`config.mk`:
```
export PLATFORM = sky130hd
export DESIGN_NAME = frame_diff_detect_flat
export DESIGN_NICKNAME = d
export VERILOG_FILES = /design/src/rtl/md_pkg.sv /design/src/rtl/frame_diff_detect_if.sv /design/src/rtl/motion_bbox_acc.sv /design/src/rtl/frame_diff_detect.sv /design/src/flat_wrapper.sv
export SDC_FILE = /design/constraint.sdc
export NUM_CORES = 1
export LEC_CHECK = 0
export ABC_AREA = 1
export BUFFER_PORTS_ARGS = -buffer_cell sky130_fd_sc_hd__buf_2
export CAP_MARGIN = 10
export CORE_ASPECT_RATIO = 1.25
export CORE_MARGIN = 5
export CORE_UTILIZATION = 64
export CTS_CLUSTER_DIAMETER = 150
export DETAILED_ROUTE_END_ITERATION = 6
export GPL_ROUTABILITY_DRIVEN = 0
export GPL_TIMING_DRIVEN = 0
export PLACE_DENSITY = 0.86
export SYNTH_ARGS = -nofsm -noshare
export SYNTH_HDL_FRONTEND = slang
export SYNTH_SLANG_ARGS = --single-unit
```
`constraint.sdc`:
```
create_clock -name clk -period 5.1 [get_ports clk]
set_input_delay 0.255 -clock clk [delete_from_list [all_inputs] [get_ports clk]]
set_output_delay 0.255 -clock clk [all_outputs]
set_load 0.01 [all_outputs]
```
`src/rtl/md_pkg.sv`:
```
// Shared defaults and FSM state type for frame_diff_detect.
// Imported by the difference pipeline and the bbox accumulator.
package md_pkg;

  localparam int DEF_IMG_W    = 640;
  localparam int DEF_IMG_H    = 480;
  localparam int DEF_XW       = 10;
  localparam int DEF_YW       = 9;
  localparam int DEF_CNT_W    = 19;
  localparam int DEF_MOVE_MIN = 100;

  typedef enum logic [1:0] {
    IDLE,
    ACTIVE,
    LATCH
  } state_t;

endpackage

```
`src/rtl/frame_diff_detect_if.sv`:
```
// Packed pixel stream from the SDRAM reader: clken, syncs, igray.
// master drives the stream, slave (frame_diff_detect) consumes it.
interface frame_diff_detect_if;

  logic        clken;
  logic        ivsync;
  logic        ihsync;
  logic [15:0] igray;

  modport master (
    output clken,
    output ivsync,
    output ihsync,
    output igray
  );

  modport slave (
    input clken,
    input ivsync,
    input ihsync,
    input igray
  );

endinterface

```
`src/rtl/motion_bbox_acc.sv`:
```
// Per-frame motion count, bounding box and verdict latch.
// In: oe/obin/ovsync/ohsync (stage 2). Out: frame results.
module motion_bbox_acc
  import md_pkg::*;
#(
  parameter int IMG_W    = DEF_IMG_W,
  parameter int IMG_H    = DEF_IMG_H,
  parameter int XW       = DEF_XW,
  parameter int YW       = DEF_YW,
  parameter int CNT_W    = DEF_CNT_W,
  parameter int MOVE_MIN = DEF_MOVE_MIN
) (
  input  logic             clk,
  input  logic             resetb,
  input  logic             oe,
  input  logic             obin,
  input  logic             ovsync,
  input  logic             ohsync,
  output logic             oframe_done,
  output logic             omove,
  output logic [CNT_W-1:0] ocount,
  output logic [XW-1:0]    ox_min,
  output logic [XW-1:0]    ox_max,
  output logic [YW-1:0]    oy_min,
  output logic [YW-1:0]    oy_max
);

  localparam logic [XW-1:0] X_LAST =
    XW'(IMG_W - 1);
  localparam logic [YW-1:0] Y_LAST =
    YW'(IMG_H - 1);
  localparam logic [CNT_W-1:0] C_MIN =
    CNT_W'(MOVE_MIN);

  state_t           state;
  logic             vs_q;
  logic             hs_q;
  logic             armed;
  logic             line_oe;
  logic [1:0]       warm;
  logic [XW-1:0]    x;
  logic [XW-1:0]    xmin;
  logic [XW-1:0]    xmax;
  logic [YW-1:0]    y;
  logic [YW-1:0]    ymin;
  logic [YW-1:0]    ymax;
  logic [CNT_W-1:0] cnt;
  logic             vrise;
  logic             vfall;
  logic             hfall;

  // A frame may only start after ovsync has been seen low
  // once the 2-stage pipeline has refilled after reset, so a
  // frame already in flight at reset release is ignored.
  assign vrise = armed & ovsync & ~vs_q;
  assign vfall = vs_q & ~ovsync;
  assign hfall = hs_q & ~ohsync;

  always_ff @(posedge clk or negedge resetb) begin
    if (!resetb) begin
      vs_q  <= 1'b0;
      hs_q  <= 1'b0;
      warm  <= 2'd0;
      armed <= 1'b0;
    end else begin
      vs_q <= ovsync;
      hs_q <= ohsync;
      if (warm != 2'd2)
        warm <= warm + 2'd1;
      if (warm == 2'd2 && !ovsync)
        armed <= 1'b1;
    end
  end

  always_ff @(posedge clk or negedge resetb) begin
    if (!resetb) begin
      x       <= '0;
      y       <= '0;
      line_oe <= 1'b0;
    end else begin
      if (hfall) begin
        x       <= '0;
        line_oe <= 1'b0;
        if (line_oe && y != Y_LAST)
          y <= y + YW'(1);
      end else if (oe) begin
        line_oe <= 1'b1;
        if (x != X_LAST)
          x <= x + XW'(1);
      end
      if (vrise)
        y <= '0;
    end
  end

  always_ff @(posedge clk or negedge resetb) begin
    if (!resetb) begin
      state       <= IDLE;
      cnt         <= '0;
      xmin        <= X_LAST;
      xmax        <= '0;
      ymin        <= Y_LAST;
      ymax        <= '0;
      oframe_done <= 1'b0;
      omove       <= 1'b0;
      ocount      <= '0;
      ox_min      <= '0;
      ox_max      <= '0;
      oy_min      <= '0;
      oy_max      <= '0;
    end else begin
      oframe_done <= 1'b0;
      case (state)
        IDLE: begin
          if (vrise) begin
            state <= ACTIVE;
            cnt   <= '0;
            xmin  <= X_LAST;
            xmax  <= '0;
            ymin  <= Y_LAST;
            ymax  <= '0;
          end
        end
        ACTIVE: begin
          if (obin) begin
            if (cnt != '1)
              cnt <= cnt + CNT_W'(1);
            if (x < xmin) xmin <= x;
            if (x > xmax) xmax <= x;
            if (y < ymin) ymin <= y;
            if (y > ymax) ymax <= y;
          end
          if (vfall) begin
            state       <= LATCH;
            oframe_done <= 1'b1;
            ocount      <= cnt;
            omove       <= (cnt >= C_MIN);
            ox_min <= (cnt != '0) ? xmin : '0;
            ox_max <= (cnt != '0) ? xmax : '0;
            oy_min <= (cnt != '0) ? ymin : '0;
            oy_max <= (cnt != '0) ? ymax : '0;
          end
        end
        LATCH:   state <= IDLE;
        default: state <= IDLE;
      endcase
    end
  end

endmodule

```
`src/rtl/frame_diff_detect.sv`:
```
// Inter-frame |cur-prev| threshold with per-frame motion stats.
// Ports: pix stream (slave), iprev_ok, ithresh, pixel + frame outs.
module frame_diff_detect
  import md_pkg::*;
#(
  parameter int IMG_W    = DEF_IMG_W,
  parameter int IMG_H    = DEF_IMG_H,
  parameter int XW       = DEF_XW,
  parameter int YW       = DEF_YW,
  parameter int CNT_W    = DEF_CNT_W,
  parameter int MOVE_MIN = DEF_MOVE_MIN
) (
  input  logic               clk,
  input  logic               resetb,
  frame_diff_detect_if.slave pix,
  input  logic               iprev_ok,
  input  logic [7:0]         ithresh,
  output logic               oe,
  output logic               ovsync,
  output logic               ohsync,
  output logic               obin,
  output logic [7:0]         odiff,
  output logic               oframe_done,
  output logic               omove,
  output logic [CNT_W-1:0]   ocount,
  output logic [XW-1:0]      ox_min,
  output logic [XW-1:0]      ox_max,
  output logic [YW-1:0]      oy_min,
  output logic [YW-1:0]      oy_max
);

  logic       v0;
  logic       v1;
  logic       vs1;
  logic       hs1;
  logic [7:0] d1;
  logic [7:0] th1;
  logic [8:0] sub;
  logic [7:0] ad;

  assign v0  = pix.clken & pix.ivsync & pix.ihsync;
  assign sub = {1'b0, pix.igray[15:8]}
             - {1'b0, pix.igray[7:0]};
  // Borrow in bit 8 means cur < prev: negate the low byte.
  assign ad  = sub[8] ? (~sub[7:0] + 8'd1)
                      : sub[7:0];

  always_ff @(posedge clk or negedge resetb) begin
    if (!resetb) begin
      v1  <= 1'b0;
      vs1 <= 1'b0;
      hs1 <= 1'b0;
      d1  <= '0;
      th1 <= '0;
    end else begin
      v1  <= v0;
      vs1 <= pix.ivsync;
      hs1 <= pix.ihsync;
      d1  <= iprev_ok ? ad : 8'd0;
      th1 <= ithresh;
    end
  end

  always_ff @(posedge clk or negedge resetb) begin
    if (!resetb) begin
      oe     <= 1'b0;
      obin   <= 1'b0;
      odiff  <= '0;
      ovsync <= 1'b0;
      ohsync <= 1'b0;
    end else begin
      oe     <= v1;
      obin   <= v1 & (d1 > th1);
      odiff  <= d1;
      ovsync <= vs1;
      ohsync <= hs1;
    end
  end

  motion_bbox_acc #(
    .IMG_W    (IMG_W),
    .IMG_H    (IMG_H),
    .XW       (XW),
    .YW       (YW),
    .CNT_W    (CNT_W),
    .MOVE_MIN (MOVE_MIN)
  ) u_acc (
    .clk         (clk),
    .resetb      (resetb),
    .oe          (oe),
    .obin        (obin),
    .ovsync      (ovsync),
    .ohsync      (ohsync),
    .oframe_done (oframe_done),
    .omove       (omove),
    .ocount      (ocount),
    .ox_min      (ox_min),
    .ox_max      (ox_max),
    .oy_min      (oy_min),
    .oy_max      (oy_max)
  );

endmodule

```
`src/flat_wrapper.sv`:
```
// flat-port wrapper written by rule: the top's interface ports become plain ports
module frame_diff_detect_flat import md_pkg::*;
#(
  parameter int IMG_W    = DEF_IMG_W,
  parameter int IMG_H    = DEF_IMG_H,
  parameter int XW       = DEF_XW,
  parameter int YW       = DEF_YW,
  parameter int CNT_W    = DEF_CNT_W,
  parameter int MOVE_MIN = DEF_MOVE_MIN
)
  (clk, resetb, iprev_ok, ithresh, oe, ovsync, ohsync, obin, odiff, oframe_done, omove, ocount, ox_min, ox_max, oy_min, oy_max, pix_clken, pix_ivsync, pix_ihsync, pix_igray);
  frame_diff_detect_if pix_i ();
  input  logic clk;
  input  logic resetb;
  input  logic iprev_ok;
  input  logic [7:0] ithresh;
  output logic oe;
  output logic ovsync;
  output logic ohsync;
  output logic obin;
  output logic [7:0] odiff;
  output logic oframe_done;
  output logic omove;
  output logic [CNT_W-1:0] ocount;
  output logic [XW-1:0] ox_min;
  output logic [XW-1:0] ox_max;
  output logic [YW-1:0] oy_min;
  output logic [YW-1:0] oy_max;
  input wire logic [$bits(pix_i.clken)-1:0] pix_clken;
  input wire logic [$bits(pix_i.ivsync)-1:0] pix_ivsync;
  input wire logic [$bits(pix_i.ihsync)-1:0] pix_ihsync;
  input wire logic [$bits(pix_i.igray)-1:0] pix_igray;
  assign pix_i.clken = pix_clken;
  assign pix_i.ivsync = pix_ivsync;
  assign pix_i.ihsync = pix_ihsync;
  assign pix_i.igray = pix_igray;
  frame_diff_detect #(.IMG_W(IMG_W), .IMG_H(IMG_H), .XW(XW), .YW(YW), .CNT_W(CNT_W), .MOVE_MIN(MOVE_MIN)) u_core (.clk(clk), .resetb(resetb), .pix(pix_i), .iprev_ok(iprev_ok), .ithresh(ithresh), .oe(oe), .ovsync(ovsync), .ohsync(ohsync), .obin(obin), .odiff(odiff), .oframe_done(oframe_done), .omove(omove), .ocount(ocount), .ox_min(ox_min), .ox_max(ox_max), .oy_min(oy_min), .oy_max(oy_max));
endmodule
```
After elaboration in Yosys (flattened, before gate mapping) --
Index checks and enable logic that the tools add are counted.
Storage, ports and cells: output and inout port bits 71, bits in registers 174
Operators by class: reductions and logical operators 19, bitwise operators 11, order comparisons 6, mux-type cells 39, add/sub/neg operators 6, eq/ne operators 14
Operator list (count):
- 10-bit 2-to-1 mux | 11
- 9-bit 2-to-1 mux | 11
- 19-bit 2-to-1 mux | 3
- 10-bit case mux with 2 select lines | 2
- 19-bit case mux with 2 select lines | 1
- 9-bit case mux with 2 select lines | 2
- 4-bit AND reduction | 5
- 19-bit by 1-bit adder with 19-bit output (second input constant) | 1
- 19-bit by 7-bit greater-or-equal comparator with 1-bit output (second input constant) | 1
- 19-bit inequality test (second input constant) | 1
- 19-bit nonzero test | 1
- 8-bit 2-to-1 mux | 2
- 2-bit inequality test (second input constant) | 8
- 10-bit by 1-bit adder with 10-bit output (second input constant) | 1
- 10-bit greater-than comparator | 1
- 10-bit less-than comparator | 1
- 10-bit inequality test (second input constant) | 1
- 2-bit nonzero test | 5
- 9-bit by 1-bit adder with 9-bit output (second input constant) | 1
- 9-bit greater-than comparator | 1
- 9-bit less-than comparator | 1
- 9-bit inequality test (second input constant) | 1
- 8-bit by 8-bit subtractor with 9-bit output | 1
- 8-bit by 1-bit adder with 8-bit output (second input constant) | 1
- other kinds (15) | 31

Depth between registers and ports, before layout --
Gate-level depths: netlist of the first run.
word-level depth 5, gate-level depth with buffers 14, depth with buffers taken out 14

By module --
Synthesis of the first run repeated with hierarchy kept, for this count alone.
Second synthesis, totals: cell total of the unflattened synthesis 1130, area, all modules 9300.2 um2
By module, submodules not included:
- motion_bbox_acc | sequential area each 3598.5 um2, cells an instance 944, area an instance 7659.8 um2, instances 1
- frame_diff_detect | sequential area each 775.7 um2, cells an instance 186, area an instance 1640.3 um2, instances 1

Worst setup path before layout of the first run --
OpenSTA, ideal clock, no wires.
path kind input to register, start point in pix_igray[8], end point reg u_core.d1[6], path slack 3254 ps, cell stages on the path 13, arrival 1727 ps, path through inv_1 -> ha_1 -> inv_1 -> fa_1 -> inv_1 -> ha_1 -> inv_1 -> nor2_1 -> nand3_1 -> nor2_1 -> nand2_1 -> a21oi_1 -> nor2_1
Between the ends: longest elaborated chain between the ends 5
RTL lines:
- start, declared | RTL line flat_wrapper.sv:32 | input wire logic [$bits(pix_i.igray)-1:0] pix_igray;
- 8-bit by 8-bit subtractor with 9-bit output (*) | RTL line frame_diff_detect.sv:43 | - {1'b0, pix.igray[7:0]};
- 8-bit inverter | RTL line frame_diff_detect.sv:45 | assign ad = sub[8] ? (~sub[7:0] + 8'd1)
- 8-bit by 1-bit adder with 8-bit output | RTL line frame_diff_detect.sv:45
- 8-bit 2-to-1 mux (*) | RTL line frame_diff_detect.sv:45
- 8-bit 2-to-1 mux (*) | RTL line frame_diff_detect.sv:59 | d1 <= iprev_ok ? ad : 8'd0;
- end signal, assigned | RTL line frame_diff_detect.sv:59
- end, declared | RTL line frame_diff_detect.sv:36 | logic [7:0] d1;
Every way passes the cells marked *; elsewhere a longest branch is shown, timed or not. A chain may end at the register's enable or synchronous reset.

Final worst setup path of the first run --
start point reg u_core.u_acc.x[7], end point reg u_core.u_acc.xmax[7]
Between the ends: longest elaborated chain between the ends 3, elaborated cells between the ends (all ways) 6
RTL lines:
- start, declared | RTL line motion_bbox_acc.sv:41 | logic [XW-1:0] x;
- start signal, assigned | RTL line motion_bbox_acc.sv:89 | x <= x + XW'(1);
- 10-bit greater-than comparator or 10-bit 2-to-1 mux (tied branches) | RTL line motion_bbox_acc.sv:129 | if (x > xmax) xmax <= x;
- 2-bit inequality test (no source line) or 10-bit 2-to-1 mux (tied branches)
- 4-bit AND reduction (no source line) or 10-bit case mux with 2 select lines (tied branches)
- end signal, assigned | RTL line motion_bbox_acc.sv:101 | xmax <= '0;
- end signal, assigned | RTL line motion_bbox_acc.sv:119 | xmax <= '0;
- end signal, assigned | RTL line motion_bbox_acc.sv:129
- end, declared | RTL line motion_bbox_acc.sv:43 | logic [XW-1:0] xmax;
Parallel ways exist; a longest one is shown, timed or not. The select of a mux whose other input is x is not followed.

==> qor.txt, run 1 <==
Status -> completed
WHS Path Cells -> 2
Design area -> 0.0105 mm²
Max-cap violations -> 0
DR vias -> 7857
Fmax -> 486 MHz
Die area -> 0.0167 mm²
Detailed Routing Iterations Pass 1 -> 5
Worst hold start -> pix_clken
Height of the die -> 143 µm
Vias in the first global route -> 8000
Startpoint types -> flop
Synth Register Bits -> 174
Post-synthesis mux area share -> 0
Synth Warn # -> 0
Final Worst Setup Slack -> 3040 ps
Worst-margin pin slew -> 643 ps
Critical Path RT -> 5470 ps
Fin. max-slew vios -> 0
Crit path time final -> 2060 ps
Root buf cell -> clkbuf_16
Worst min path class -> primary input to flop
Final cycle utilization of the critical path -> 0.403
Global-route usage over all layers -> 0.282
Skew-Pair Late Insertion Delay -> 440 ps
Synth Area in XOR/XNOR -> 0.0126
Worst ir drop on vdd -> 0.000268 V
TritonCTS clock tree -> built
CP max FO -> 10
Worst slack, placed -> 2930 ps
Layout Nets -> 1323
Pin count of the biggest net entering global routing -> 122
DR vias/cell -> 5.53
R2r setup slk -> 3040 ps
# DRC -> 0
Area Growth Syn to Fin -> 16.2%
Kind of end point of the critical path -> flop
Initial core utilization -> 0.654
PD cells -> 379 mW/mm²
Cell variety after synth -> 45
Dpl cell area -> 0.00982 mm²
Reg2reg start -> u_core.u_acc.x[7]
Wirelength, routed -> 21.9 mm
Worst-path clk slew -> 70 ps
I/O Pins -> 101
Resized Gates After CTS -> 0
Final core utilization -> 0.759
Setup TNS -> 0 ps
Layout cells sized above 1 -> 0.165
Fin. Hold Viols -> 0
Fillcell total -> 955
CP Data Arrival Time -> 2430 ps
Cell area after synthesis -> 0.00907 mm²
Simple-Gate Fraction of Synth Area -> 0.270
Synth area leader -> dfrtp_1
Clock buffer depth -> 2
Setup-failing EPs final -> 0
Worst Hold Endpoint -> u_core.v1
Die width -> 116 µm
Num rows -> 48
Input/output buffers -> 100
Largest family of logic cells by synthesized area -> simple AND/OR/NAND/NOR gates
Synth top area share -> 0.436
Clock Sinks -> 174
WL per Instance -> 15.4 µm
GR Overflow Total -> 0
Worst hold slack -> 82.9 ps
Final clock skew -> 10.1 ps
Remaining antenna violation count after routing -> 0
CTS buffer count -> 17
Seq/Total Area, Yosys -> 0.482
Antenna diodes -> 0
RSZ-0062 raised after global routing -> false
Antenna violations before repair -> 0
Leakage Power -> 5.65 nW
Post-synthesis compound-gate area fraction -> 0.0816
Post-synth net total -> 1192
Core area -> 0.0139 mm²
Mean post-synth cell area -> 8.22 µm²
Kind of critical path -> flop to flop
Adder-cell share of the synthesized area -> 0.0822
1st-iter DRT viols -> 492
Slew HR -> 0.572
Synth area leaders -> dfrtp_1 (44%), nand2_1 (13%), ha_1 (8.0%), nand3_1 (5.9%), inv_1 (5.4%)
H-Tree Depth -> 4
Global-route wire length before repair -> 37.3 mm
Cell depth of the worst flop-to-flop path -> 10
Worst reg2reg endpoint -> u_core.u_acc.xmax[7]
Final HPWL DP -> 15.7 mm
Synthesized instance count -> 1103
==> power breakdown <==
group / internal, W / switching, W
logic: 0.000313 / 0.000607
clock network: 0.000785 / 0.000550
registers: 0.00161 / 0.000133
==> registers in the layout, indices dropped and copies added, names as in the netlist, 9 cells and up <==
signal and count:
u_core.u_acc.ymax 9, u_core.u_acc.ymin 9, u_core.u_acc.xmax 10, u_core.u_acc.ox_max 10, u_core.u_acc.y 9, u_core.u_acc.oy_max 9
u_core.u_acc.x 10, u_core.u_acc.oy_min 9, u_core.u_acc.cnt 19, u_core.u_acc.xmin 10, u_core.u_acc.ocount 19, u_core.u_acc.ox_min 10
==> kinds of logic after synthesis <==
kind of cell / Yosys count
buffers and inverters: 163
AOI/OAI and AO/OA: 127
adders and majority gates: 59
and+or+nand+nor: 567
xor gates and xnor gates: 13
DFF: 174
==> critical path, stage by stage, from the launching register on <==
cell      delay [ps]
dfrtp_1          490
ha_1             360
nand4_1          120
nor2_1           160
nand2_1           60
nand3_1           70
nand2_1           60
nand2_1           70
clkbuf_1         350
nand3_1          140
nand2_1          100
==> synth_stat cells <==
cell type / instances
inv_4: 1
buf_4: 1
nand4_1: 12
and3_1: 1
nor2_4: 3
nor3_2: 1
a21boi_0: 2
nand2_1: 315
xnor2_1: 2
ha_1: 58
nor2_2: 2
buf_2: 12
nor2_1: 92
dfrtp_1: 158
nand2_2: 8
o21ai_2: 11
inv_1: 130
o21bai_1: 2
nor3_1: 12
clkbuf_1: 12
o41ai_1: 1
nand3b_1: 3
clkbuf_2: 1
fa_1: 1
inv_2: 3
buf_1: 1
or2_2: 3
a21oi_1: 38
nand3_2: 4
a21o_1: 2
a211oi_1: 2
a31oi_1: 3
o21ai_1: 6
o21ai_4: 1
xor2_1: 11
o21a_1: 7
buf_6: 2
nand3_1: 106
dfstp_2: 16
o31ai_1: 1
o21ai_0: 50
nand2_4: 3
a41oi_1: 1
nor3_4: 1
nor3b_1: 1
==> per-layer routing <==
metal / track usage / wire (µm) / up-vias
li1: - / - / 3811
met1: 0.330 / 8430 / 3704
met2: 0.495 / 11400 / 278
met3: 0.0564 / 1300 / 64
met4: 0.129 / 831 / 0
met5: 0 / 0 / -
==> worst max-delay path by stage <==
| stage | start | to | slack [ps] | depth (start not counted) |
|---|---|---|---|---|
| after detailed placement | pix_igray[0] | u_core.d1[6] | 2930 | 13 |
| after CTS | u_core.u_acc.y[6] | u_core.u_acc.ymax[4] | 3040 | 9 |
| after global placement | resetb | u_core.u_acc.xmax[8] | 1150 | 1 |
| final | u_core.u_acc.x[7] | u_core.u_acc.xmax[7] | 3040 | 10 |
| after floorplan | pix_igray[8] | u_core.d1[6] | 3250 | 13 |
| after global routing | u_core.u_acc.y[6] | u_core.u_acc.ymax[8] | 2780 | 9 |
==> cell type report <==
class                      count  area, µm²  share of cell area
buffer                        29        144              0.0137
clock inverter                13        163              0.0154
multi-input combinational    766       4040               0.384
clock buffer                  18        439              0.0417
timing repair buffer         112        648              0.0615
inverter                     134        505              0.0480
tap                          175        219              0.0208
sequential                   174       4370               0.415
==> what timing repair did <==
item,in CTS,in global routing
setup buffers,0,0
hold endpoints to repair,58,0
hold buffers,11,0
==> cell usage in the layout, fill, tap and decap left out, types with 3 or more instances in the layout <==
master | netlist | final
o21ai_0 | 50 | 50
buf_2 | 12 | 111
nand2_2 | 8 | 8
nand3_2 | 4 | 4
nand3b_1 | 3 | 3
bufinv_16 | 0 | 3
nor2_4 | 3 | 3
clkbuf_1 | 12 | 12
o21ai_2 | 11 | 11
dfstp_2 | 16 | 16
clkinv_2 | 0 | 4
dfrtp_1 | 158 | 158
clkbuf_16 | 0 | 17
nor3_1 | 12 | 12
nand2_4 | 3 | 3
inv_6 | 0 | 4
nand2_1 | 315 | 315
xor2_1 | 11 | 11
nand3_1 | 106 | 106
or2_2 | 3 | 3
o21ai_1 | 6 | 6
inv_1 | 130 | 130
o21a_1 | 7 | 7
nor2_1 | 92 | 92
a21oi_1 | 38 | 38
nand4_1 | 12 | 12
inv_2 | 3 | 3
a31oi_1 | 3 | 3
ha_1 | 58 | 58
dlygate4sd3_1 | 0 | 11
==> per-stage QoR <==
stage | std cells | power (W)
after floorplan | 1103 | 0.00232
after global placement | 1378 | 0.00261
after detailed placement | 1379 | 0.00266
after CTS | 1421 | 0.00401
after global routing | 1421 | 0.00420
final | 1421 | 0.00400
(Power assumes the default switching activity.)
==> inputs of run 2 (changes only) <==
--- a/config.mk
+++ b/config.mk
@@ -5,17 +5,17 @@
 export SDC_FILE = /design/constraint.sdc
 export NUM_CORES = 1
 export LEC_CHECK = 0
-export ABC_AREA = 1
+export ABC_AREA = 0
 export BUFFER_PORTS_ARGS = -buffer_cell sky130_fd_sc_hd__buf_2
 export CAP_MARGIN = 10
 export CORE_ASPECT_RATIO = 1.25
 export CORE_MARGIN = 5
-export CORE_UTILIZATION = 64
+export CORE_UTILIZATION = 53
 export CTS_CLUSTER_DIAMETER = 150
 export DETAILED_ROUTE_END_ITERATION = 6
 export GPL_ROUTABILITY_DRIVEN = 0
 export GPL_TIMING_DRIVEN = 0
-export PLACE_DENSITY = 0.86
+export PLACE_DENSITY = 0.76
 export SYNTH_ARGS = -nofsm -noshare
 export SYNTH_HDL_FRONTEND = slang
 export SYNTH_SLANG_ARGS = --single-unit
==> constraint.sdc (replaced) <==
create_clock -name clk -period 1.72 [get_ports clk]
set_input_delay 0.086 -clock clk [delete_from_list [all_inputs] [get_ports clk]]
set_output_delay 0.086 -clock clk [all_outputs]
set_load 0.01 [all_outputs]
==> run 2 against run 1 <==
Compared with the run above:
- the flow now finishes with violations (negative setup slack)
- critical path depth shrank 2
- cell count shrank 7.5%
- combinational power rose to 2.9 times the previous value
- sequential power rose to 2.8 times the previous value
- total power rose to 2.9 times the previous value
- area after synthesis shrank 3.3%
==> qor.txt, run 2 <==
Status -> complete, but fails checks
Failing checks -> negative setup slack
Synth area leaders -> dfrtp_1 (45%), ha_1 (8.3%), nand2_1 (5.2%), dfstp_2 (4.8%), a22o_1 (3.8%)
Reg2reg start -> u_core.u_acc.xmin[5]
Global-route usage over all layers -> 0.245
Final cycle utilization of the critical path -> 1.22
Slowest CP cell -> dfstp_2
Input/output buffers -> 100
Critical Path RT -> 2090 ps
Clock Sinks -> 174
Detailed Routing Iterations Pass 1 -> 5
Antenna violations before repair -> 0
CP Data Arrival Time -> 2470 ps
Multi-input gate area -> 0.00489 mm²
Most frequent cells in the layout -> dfrtp_1 (127), nand2_1 (116), buf_2 (98), buf_4 (67), inv_1 (60)
Setup TNS -> -20750 ps
Slowest stage delay, CP -> 550 ps
Mean post-synth cell area -> 10.1 µm²
Final Worst Setup Slack -> -380 ps
H-Tree Depth -> 4
Synth area leader -> dfrtp_1
Vias in the first global route -> 7549
Cell variety after synth -> 69
Worst-path clk slew -> 70 ps
Remaining antenna violation count after routing -> 0
RSZ-0062 raised after global routing -> true
Crit path launch -> u_core.u_acc.xmin[5]
PD cells -> 938 mW/mm²
Area Growth Syn to Fin -> 39.0%
Die width -> 125 µm
Most frequent cell after synthesis -> dfrtp_1
1st-iter DRT viols -> 897
Worst setup path endpoint -> u_core.u_acc.xmin[2]
Final clock skew -> 11.6 ps
Design area -> 0.0122 mm²
Fin. Hold Viols -> 0
Post-synth EDFFs -> 0
Top flop regs -> u_core.u_acc.cnt (19), u_core.u_acc.ocount (19)
Core area -> 0.0162 mm²
Max-cap violations -> 0
DR vias/cell -> 6.07
Layout cells sized above 1 -> 0.390
Num rows -> 52
Ys flop type -> dfrtp_1
Slew HR -> 0.527
CP max FO -> 10
Worst ir drop on vdd -> 0.000893 V
I/O Pins -> 101
Skew-Pair Late Insertion Delay -> 430 ps
Startpoint types -> flop
Antenna diodes -> 0
Synthesized instance count -> 868
Seq/Total Area, Yosys -> 0.499
Post-synth ARST share -> 1.00
Worst min path class -> primary input to flop
Kind of end point of the critical path -> flop
Fin. max-slew vios -> 0
GR Overflow Total -> 0
Synth top area share -> 0.451
Worst slack, placed -> -535 ps
TritonCTS clock tree -> built
Root buf cell -> clkbuf_16
Layout Nets -> 1175
Register area -> 0.00441 mm²
Top cell types by occurrence after synthesis -> dfrtp_1 (158), nand2_1 (122), inv_1 (69)
Initial core utilization -> 0.541
Most common cell after layout, fill and taps aside -> dfrtp_1
Fmax -> 476 MHz
Clock buffer depth -> 2
CP cell instances -> inv_1, ha_1, a2111oi_4, nand2_1, a31oi_4, o31a_1, buf_6, o32a_1
Dpl cell area -> 0.00981 mm²
R2r setup slk -> -380 ps
Worst-margin pin slew -> 709 ps
Post-synth net total -> 957
Wirelength, routed -> 27.2 mm
Cell area after synthesis -> 0.00877 mm²
Leakage Power -> 5.93 nW
Worst hold slack -> 155 ps
Synth Register Bits -> 174
Kind of critical path -> flop to flop
WL per Instance -> 20.7 µm
CTS buffer count -> 17
Synth Warn # -> 0
DR vias -> 7978
Pin count of the biggest net entering global routing -> 95
# DRC -> 0
Crit path time final -> 2100 ps
Cell depth of the worst flop-to-flop path -> 8
Die area -> 0.0192 mm²
Setup-failing EPs final -> 103
Worst reg2reg endpoint -> u_core.u_acc.xmin[2]
Global-route wire length before repair -> 38.6 mm
Height of the die -> 154 µm
Fillcell total -> 941
Final HPWL DP -> 14.1 mm
[run 2: cell count changes in the layout (fill, tap and decap cells not counted), moves of 19 or more]
cell,delta
nor2_1,-38
nand2_1,-199
a21oi_1,-29
o21ai_0,-35
inv_1,-70
ha_1,-20
a22o_1,+38
dfrtp_2,+31
buf_6,+24
ha_4,+19
mux2i_1,+21
dfrtp_1,-31
buf_4,+66
nand3_1,-83
[run 2: worst min path at each step]
stage	slack [ps]	startpoint	depth (start not counted)	endpoint
finish	160	pix_igray[9]	4	u_core.d1[1]
global route	190	pix_igray[15]	5	u_core.d1[7]
CTS	150	pix_igray[15]	5	u_core.d1[3]
detailed placement	160	resetb	1	u_core.u_acc.ocount[7]
global placement	200	ithresh[1]	1	u_core.th1[1]
floorplan	-210	resetb	0	u_core.d1[0]
[run 2: worst max-delay path: cells and delay by family, from the launching register on]
family | cells | cell delay [ps]
adders and majority gates | 1 | 230
buffers and inverters | 2 | 210
AOI/OAI and AO/OA | 4 | 910
and+or+nand+nor | 1 | 140
DFF | 1 | 550
[run 2: logic make-up after synthesis]
family	after synthesis	synth area share
xor gates and xnor gates	34	0.0340
DFF	174	0.499
AOI/OAI and AO/OA	157	0.136
and+or+nand+nor	313	0.170
buffers and inverters	108	0.0495
adders and majority gates	59	0.0851
muxes	23	0.0264
[run 2: area by class of cell]
cell class                 count  share of cell area
buffer                        32              0.0220
clock buffer                  22              0.0389
clock inverter                10             0.00852
inverter                      70              0.0231
multi-input combinational    587               0.401
sequential                   174               0.362
tap                          216              0.0222
timing repair buffer         204               0.122
[run 2: routing by layer]
| layer | GRT usage | share of wire |
|---|---|---|
| met5 | 0 | 0 |
| met2 | 0.417 | 0.50 |
| met1 | 0.311 | 0.38 |
| met3 | 0.0451 | 0.068 |
| met4 | 0.0997 | 0.051 |
[run 2: metrics by stage]
step | instances | total power [W] | utilization
detailed placement | 1185 | 0.00694 | 0.605
finish | 1315 | 0.0114 | 0.752
global route | 1315 | 0.0119 | 0.752
global placement | 1184 | 0.00687 | 0.603
floorplan | 868 | 0.00617 | -
CTS | 1283 | 0.0110 | 0.709
[run 2: timing repair]
action	CTS	global route
endpoints found under the setup margin	132	139
cloned	1	3
hold buffers	14	0
pin swaps	42	55
gates resized for setup	126	96
buffers inserted	56	33
endpoints found under the hold margin	93	0
[run 2: where the power goes]
part	internal (W)	switching, W	total, W
sequential	0.00459	0.000332	0.00492
clock	0.00213	0.00172	0.00384
combinational	0.00119	0.00148	0.00267
